**src/rtl/btn_counter_pkg.sv**
```systemverilog
// btn_counter shared types and constants.
// Optional feature macro: BTN_COUNTER_AUTOREPEAT_EN.
package btn_counter_pkg;

  localparam int SYNC_STAGES = 2;

  // 10 ms settle time at 50 MHz.
  localparam int DEF_DEBOUNCE = 500000;

  typedef enum logic [1:0] {
    EV_NONE,
    EV_UP,
    EV_DOWN,
    EV_CLR
  } ev_e;

  // Clear wins; simultaneous up and down cancel.
  function automatic ev_e resolve_ev(
    input logic up,
    input logic dn,
    input logic clr
  );
    ev_e ev;
    ev = EV_NONE;
    if (clr) begin
      ev = EV_CLR;
    end else if (up && !dn) begin
      ev = EV_UP;
    end else if (dn && !up) begin
      ev = EV_DOWN;
    end
    return ev;
  endfunction

  // Bits needed for a counter holding 0 .. n-1.
  function automatic int cnt_width(input int n);
    return (n < 2) ? 1 : $clog2(n);
  endfunction

endpackage

```
**src/rtl/btn_counter_debounce.sv**
```systemverilog
// One button: synchroniser, debounce, press pulse.
// Repeat timer present only with BTN_COUNTER_AUTOREPEAT_EN.
module btn_debounce
  import btn_counter_pkg::*;
#(
  parameter int DEBOUNCE_CYCLES = DEF_DEBOUNCE
`ifdef BTN_COUNTER_AUTOREPEAT_EN
  ,
  parameter bit REPEAT_EN     = 1'b1,
  parameter int REPEAT_DELAY  = 25000000,
  parameter int REPEAT_PERIOD = 5000000
`endif
) (
  input  logic clk,
  input  logic rst_n,
  input  logic i_btn,
  output logic o_press
);

  localparam int DW = cnt_width(DEBOUNCE_CYCLES);
  localparam logic [DW-1:0] DB_LAST =
    DW'(DEBOUNCE_CYCLES - 1);

  logic [SYNC_STAGES-1:0] r_sync;
  logic [DW-1:0]          r_db_cnt;
  logic                   r_stable;
  logic                   r_stable_d;
  logic                   r_press;
  logic                   w_sync;
  logic                   w_rise;
  logic                   w_rpt_fire;

  assign w_sync  = r_sync[SYNC_STAGES-1];
  assign w_rise  = r_stable & ~r_stable_d;
  assign o_press = r_press;

  // Bring the raw pin into the clock domain.
  always_ff @(posedge clk or negedge rst_n) begin
    if (!rst_n) begin
      r_sync <= '0;
    end else begin
      r_sync <= {r_sync[SYNC_STAGES-2:0], i_btn};
    end
  end

  // Accept a level only after it differs for the full window.
  always_ff @(posedge clk or negedge rst_n) begin
    if (!rst_n) begin
      r_db_cnt <= '0;
      r_stable <= 1'b0;
    end else if (w_sync == r_stable) begin
      r_db_cnt <= '0;
    end else if (r_db_cnt == DB_LAST) begin
      r_stable <= w_sync;
      r_db_cnt <= '0;
    end else begin
      r_db_cnt <= r_db_cnt + DW'(1);
    end
  end

  // Registered strobe on a debounced press or a repeat.
  always_ff @(posedge clk or negedge rst_n) begin
    if (!rst_n) begin
      r_stable_d <= 1'b0;
      r_press    <= 1'b0;
    end else begin
      r_stable_d <= r_stable;
      r_press    <= w_rise | w_rpt_fire;
    end
  end

`ifdef BTN_COUNTER_AUTOREPEAT_EN
  if (REPEAT_EN) begin : g_rpt
    localparam int RMAX =
      (REPEAT_DELAY > REPEAT_PERIOD) ?
      REPEAT_DELAY : REPEAT_PERIOD;
    localparam int RW = cnt_width(RMAX);
    localparam logic [RW-1:0] RD_LAST =
      RW'(REPEAT_DELAY - 1);
    localparam logic [RW-1:0] RP_LAST =
      RW'(REPEAT_PERIOD - 1);

    logic [RW-1:0] r_rpt_cnt;
    logic          r_rpt_first;
    logic          w_rpt_hit;

    // First interval is the long delay, then the period.
    assign w_rpt_hit = r_rpt_first ?
      (r_rpt_cnt == RD_LAST) :
      (r_rpt_cnt == RP_LAST);

    // Counting starts the cycle after the press strobe.
    assign w_rpt_fire =
      r_stable & r_stable_d & w_rpt_hit;

    // Held-button timer; idle whenever released.
    always_ff @(posedge clk or negedge rst_n) begin
      if (!rst_n) begin
        r_rpt_cnt   <= '0;
        r_rpt_first <= 1'b1;
      end else if (!r_stable) begin
        r_rpt_cnt   <= '0;
        r_rpt_first <= 1'b1;
      end else if (r_stable_d) begin
        if (w_rpt_hit) begin
          r_rpt_cnt   <= '0;
          r_rpt_first <= 1'b0;
        end else begin
          r_rpt_cnt <= r_rpt_cnt + RW'(1);
        end
      end
    end
  end else begin : g_no_rpt
    assign w_rpt_fire = 1'b0;
  end
`else
  assign w_rpt_fire = 1'b0;
`endif

endmodule

```
**src/rtl/btn_counter.sv**
```systemverilog
// Debounced up/down/clear LED counter, wrap or saturate.
// Auto-repeat enabled by BTN_COUNTER_AUTOREPEAT_EN.
module btn_counter
  import btn_counter_pkg::*;
#(
  parameter int WIDTH           = 8,
  parameter int DEBOUNCE_CYCLES = DEF_DEBOUNCE,
  parameter bit SATURATE        = 1'b0,
  parameter int REPEAT_DELAY    = 25000000,
  parameter int REPEAT_PERIOD   = 5000000
) (
  input  logic             clk,
  input  logic             rst_n,
  input  logic             btn_up,
  input  logic             btn_down,
  input  logic             btn_clr,
  output logic [WIDTH-1:0] count,
  output logic             up_pulse,
  output logic             down_pulse,
  output logic             limit
);

  localparam logic [WIDTH-1:0] CNT_MAX = '1;
  localparam logic [WIDTH-1:0] CNT_ONE = WIDTH'(1);

  if (WIDTH < 2) begin : g_bad_width
    $error("btn_counter: WIDTH must be >= 2");
  end
  if (DEBOUNCE_CYCLES < 1) begin : g_bad_db
    $error("btn_counter: DEBOUNCE_CYCLES must be >= 1");
  end
  if (REPEAT_DELAY < 1 || REPEAT_PERIOD < 1)
  begin : g_bad_rpt
    $error("btn_counter: repeat timing must be >= 1");
  end

  logic             w_up_ev;
  logic             w_dn_ev;
  logic             w_clr_ev;
  ev_e              w_ev;
  logic             w_at_max;
  logic             w_at_min;
  logic [WIDTH-1:0] r_count;
  logic             r_up_pulse;
  logic             r_dn_pulse;
  logic             r_limit;

  btn_debounce #(
    .DEBOUNCE_CYCLES(DEBOUNCE_CYCLES)
`ifdef BTN_COUNTER_AUTOREPEAT_EN
    ,
    .REPEAT_EN      (1'b1),
    .REPEAT_DELAY   (REPEAT_DELAY),
    .REPEAT_PERIOD  (REPEAT_PERIOD)
`endif
  ) u_up (
    .clk    (clk),
    .rst_n  (rst_n),
    .i_btn  (btn_up),
    .o_press(w_up_ev)
  );

  btn_debounce #(
    .DEBOUNCE_CYCLES(DEBOUNCE_CYCLES)
`ifdef BTN_COUNTER_AUTOREPEAT_EN
    ,
    .REPEAT_EN      (1'b1),
    .REPEAT_DELAY   (REPEAT_DELAY),
    .REPEAT_PERIOD  (REPEAT_PERIOD)
`endif
  ) u_dn (
    .clk    (clk),
    .rst_n  (rst_n),
    .i_btn  (btn_down),
    .o_press(w_dn_ev)
  );

  // Clear is a single-shot action; it never repeats.
  btn_debounce #(
    .DEBOUNCE_CYCLES(DEBOUNCE_CYCLES)
`ifdef BTN_COUNTER_AUTOREPEAT_EN
    ,
    .REPEAT_EN      (1'b0),
    .REPEAT_DELAY   (REPEAT_DELAY),
    .REPEAT_PERIOD  (REPEAT_PERIOD)
`endif
  ) u_clr (
    .clk    (clk),
    .rst_n  (rst_n),
    .i_btn  (btn_clr),
    .o_press(w_clr_ev)
  );

  assign w_ev     = resolve_ev(w_up_ev, w_dn_ev, w_clr_ev);
  assign w_at_max = (r_count == CNT_MAX);
  assign w_at_min = (r_count == '0);

  // Apply the winning event; pulses clear every other cycle.
  always_ff @(posedge clk or negedge rst_n) begin
    if (!rst_n) begin
      r_count    <= '0;
      r_up_pulse <= 1'b0;
      r_dn_pulse <= 1'b0;
      r_limit    <= 1'b0;
    end else begin
      r_up_pulse <= 1'b0;
      r_dn_pulse <= 1'b0;
      r_limit    <= 1'b0;
      unique case (w_ev)
        EV_CLR: begin
          r_count <= '0;
        end
        EV_UP: begin
          r_up_pulse <= 1'b1;
          if (w_at_max) begin
            r_limit <= 1'b1;
            r_count <= SATURATE ? CNT_MAX : '0;
          end else begin
            r_count <= r_count + CNT_ONE;
          end
        end
        EV_DOWN: begin
          r_dn_pulse <= 1'b1;
          if (w_at_min) begin
            r_limit <= 1'b1;
            r_count <= SATURATE ? '0 : CNT_MAX;
          end else begin
            r_count <= r_count - CNT_ONE;
          end
        end
        EV_NONE: begin
        end
      endcase
    end
  end

  assign count      = r_count;
  assign up_pulse   = r_up_pulse;
  assign down_pulse = r_dn_pulse;
  assign limit      = r_limit;

endmodule

```
**config.mk**
```make
export PLATFORM = sky130hd
export DESIGN_NAME = btn_counter
export DESIGN_NICKNAME = d
export VERILOG_FILES = /design/src/rtl/btn_counter_pkg.sv /design/src/rtl/btn_counter_debounce.sv /design/src/rtl/btn_counter.sv
export SDC_FILE = /design/constraint.sdc
export NUM_CORES = 1
export LEC_CHECK = 0
export BUFFER_PORTS_ARGS = -buffer_cell sky130_fd_sc_hd__buf_2
export CAP_MARGIN = 20
export CORE_MARGIN = 3
export CORE_UTILIZATION = 47
export CTS_CLUSTER_DIAMETER = 150
export CTS_CLUSTER_SIZE = 14
export DETAILED_ROUTE_END_ITERATION = 10
export GPL_TIMING_DRIVEN = 1
export MAX_ROUTING_LAYER = met4
export PLACE_DENSITY = 0.72
export SLEW_MARGIN = 20
export SYNTH_ARGS = -nofsm -noshare
export SYNTH_HDL_FRONTEND = slang
export SYNTH_HIERARCHICAL = 1
export SYNTH_SLANG_ARGS = --single-unit
```
**constraint.sdc**
```tcl
create_clock -name clk -period 5.4 [get_ports clk]
set_input_delay 1.08 -clock clk [delete_from_list [all_inputs] [get_ports clk]]
set_output_delay 1.08 -clock clk [all_outputs]
set_load 0.02 [all_outputs]
```
==> metrics <==
first-pass GRT wire length=about 14000 um; core footprint=slightly below 9000 um2; Distinct cells, synth=between 50 and 60; die height=102 um; GR peak layer=met2; Pwr Density=between 200 and 250 nW/um2; CP Max Fanout=12; data required time at the worst endpoint=between 4 and 5 ns; TritonCTS clock tree=built; Max IR drop VDD=roughly 130 uV; post-cts resize count=0; worst path cell trace=buf_2; Routed Antenna Nets=0; CP Launch Point=count[5]; fin crit share=between 40 and 50%; Sink Count=83; synthesized cell area=4340 um2; Largest stage delay, worst path=~0.56 ns; Final nets=between 400 and 500; Buf+Inv Stages, Crit Path=1; grt met2 use=28.4%; DR vias=3276; multi-input logic area=about 2100 um2; GPL Wtd Cong=0.916; Starting DRT DRC Count=between 150 and 200; Setup TNS Final=0 ns; post-CTS setup buffers=0; Fin. Hold Viols=0; R2R Setup Slk=3.20 ns; final cell count without fillers=between 500 and 600; Filler cells=slightly below 800; post-synthesis sequential area ratio=approximately 48%; router iterations before antenna repair=4; # DRC=0; Top FF cell, synth=dfrtp_1; GRT Residual Overflow=0; max-cap violations=0; Die Area=10400 um2; crit path kind=flip-flop to output pin; Mapped Avg Cell Area=just under 10 um2; post-synthesis sequential element count=between 80 and 90; number of flops mapped to enable cells by yosys=0; dpl cells=roughly 550; register area=approximately 2100 um2; Crit-path slowest cell=dfrtp_1; worst rel slew slack=roughly two fifths; Mapped Cells=between 400 and 500; clock-pin slew on the worst setup and hold paths=about 0.080 ns; Hold Buf Count CTS=0; Async SR Flop Fraction=100%; Row Count=34; initial antenna violation count=0; Data arrival, critical path=roughly 1.2 ns; Top Ports=16; setup violators final=0; worst hold start=u_up/r_sync[0]; RSZ-0062 raised after global routing=false; status=complete, no violations; H-Tree Depth=3; Clock Latency Late Sink=between 0.3 and 0.4 ns; CTS root buffer=clkbuf_8; clock skew=between 0.005 and 0.006 ns; wire per inst=approximately 14 um; gr usage total=17.6%; critical path's top delay family=flip-flops; pin count of the biggest net entering global routing=between 80 and 90; fin. max-slew vios=0; vias in the first global route=~3200; crit start category=flip-flop; Die Width=roughly 100 um; fmax=448 MHz; drt via density=about 5.8; Pleak=1.96 nW; layout cells sized above 1=11.9%; r2r startpoint=u_dn/o_press; DP Wirelength=approximately 5300 um; I/O Buffers=15; Critical Path End Type=output pin; min Tclk post-route=~2.2 ns; min-delay worst type=flip-flop to flip-flop; met1 Use GR=between 20% and 30%; Area growth, synth to finish=7.06%; Slew @ Worst Pin=between 0.9 and 1 ns; CTS buffer count=9; Antenna diodes=0; met3 GRT Util=approximately 4.5%; syn nets=455; Starting Density=roughly half; final WL=8060 um; CTS max path bufs=2; YS warnings=6
[registers in the layout, indices dropped and copies added (netlist names), 2 cells and up]
| name | cells |
|---|---|
| u_dn/r_sync | 2 |
| count | 8 |
| u_up/r_sync | 2 |
| u_clr/r_db_cnt | 19 |
| u_up/r_db_cnt | 19 |
| u_dn/r_db_cnt | 19 |
| u_clr/r_sync | 2 |
[path summary, 6_finish.rpt]
path,to,cells past startpoint
min in group asynchronous,u_dn/r_db_cnt[12],1
hold / removal,u_up/r_sync[1],0
setup reg to reg,count[3],6
max in group asynchronous,u_up/r_db_cnt[15],1
hold reg to reg,u_up/r_sync[1],0
setup / recovery,count[5],1
[per-layer routing]
| layer | vias up | wire length (um) | part of all wire (%) |
|---|---|---|---|
| met2 | 84 | 3960 | 49 |
| met4 | 0 | 91 | 1.1 |
| met3 | 13 | 330 | 4.1 |
| met5 | - | 0 | 0 |
| met1 | 1622 | 3680 | 46 |
| li1 | 1557 | - | - |
[cell type report]
| class | instances | share of cell area, % |
|---|---|---|
| Timing Repair Buffer | 15 | 1.75 |
| Clock buffer | 11 | 3.26 |
| Sequential cell | 83 | 44.7 |
| Multi-Input combinational cell | 317 | 44.7 |
| Inverter | 24 | 1.94 |
| Tap cell | 108 | 2.91 |
| Clock inverter | 5 | 0.780 |
[where the power goes]
part / switching (W) / internal [W]
sequential: 0.00000893 / 0.000629
combinational: 0.0000248 / 0.00000977
clock: 0.000225 / 0.000193
total: 0.000259 / 0.000831
[kinds of logic (layout without fill, tap and decap cells)]
group | Yosys count | count (layout) | share of synthesized area [%]
buffers and inverters | 41 | 55 | 4.32
AND/OR/NAND/NOR | 199 | 199 | 24.9
XOR/XNOR | 45 | 45 | 9.07
adder cells (fa/ha/maj) | 9 | 9 | 2.59
flip-flops | 83 | 83 | 47.8
AO/OA/AOI/OAI | 56 | 56 | 9.42
multiplexers | 8 | 8 | 1.93
[cell usage in the layout, fill, tap and decap left out, types with 7 or more instances in the layout]
master,count
a21oi_1,19
buf_2,14
clkbuf_8,11
dfrtp_1,83
ha_1,9
inv_1,24
nand2_1,22
nand3_1,24
nand4_1,13
nor2_1,69
nor2b_1,7
nor3_1,14
nor4_1,16
o21ai_0,13
xnor2_1,39
[per-stage QoR]
step	total power [W]	setup slack (ns)	hold WS, ns	util, %	cell area [um2]
6_report	0.00109	3.17	0.354	52.6	4650
5_1_grt	0.00114	3.06	0.385	52.6	4650
4_1_cts	0.00111	3.17	0.356	52.5	4650
3_5_place_dp	0.000686	3.21	0.336	50.4	4460
3_3_place_gp	0.000684	3.30	0.335	50.4	4460
2_1_floorplan	0.000669	3.46	0.331	-	4340
[synthesized netlist by cell type (4+ instances only)]
master / n / area (um2)
xor2_1: 6 / 52.6
xnor2_1: 39 / 342
or3_1: 6 / 37.5
or4_4: 4 / 45.0
nor2b_1: 7 / 43.8
nor2_1: 69 / 259
nor4_1: 16 / 100
a31oi_1: 5 / 31.3
dfrtp_1: 83 / 2080
ha_1: 9 / 113
nand4_1: 13 / 81.3
clkbuf_1: 6 / 22.5
a21oi_1: 19 / 95.1
o21ai_0: 13 / 65.1
nor3_1: 14 / 70.1
nor4b_1: 4 / 35.0
buf_2: 5 / 25.0
nand2_1: 22 / 82.6
mux2i_1: 5 / 50.1
nand3_1: 24 / 120
inv_1: 24 / 90.1
(Power assumes the default switching activity.)
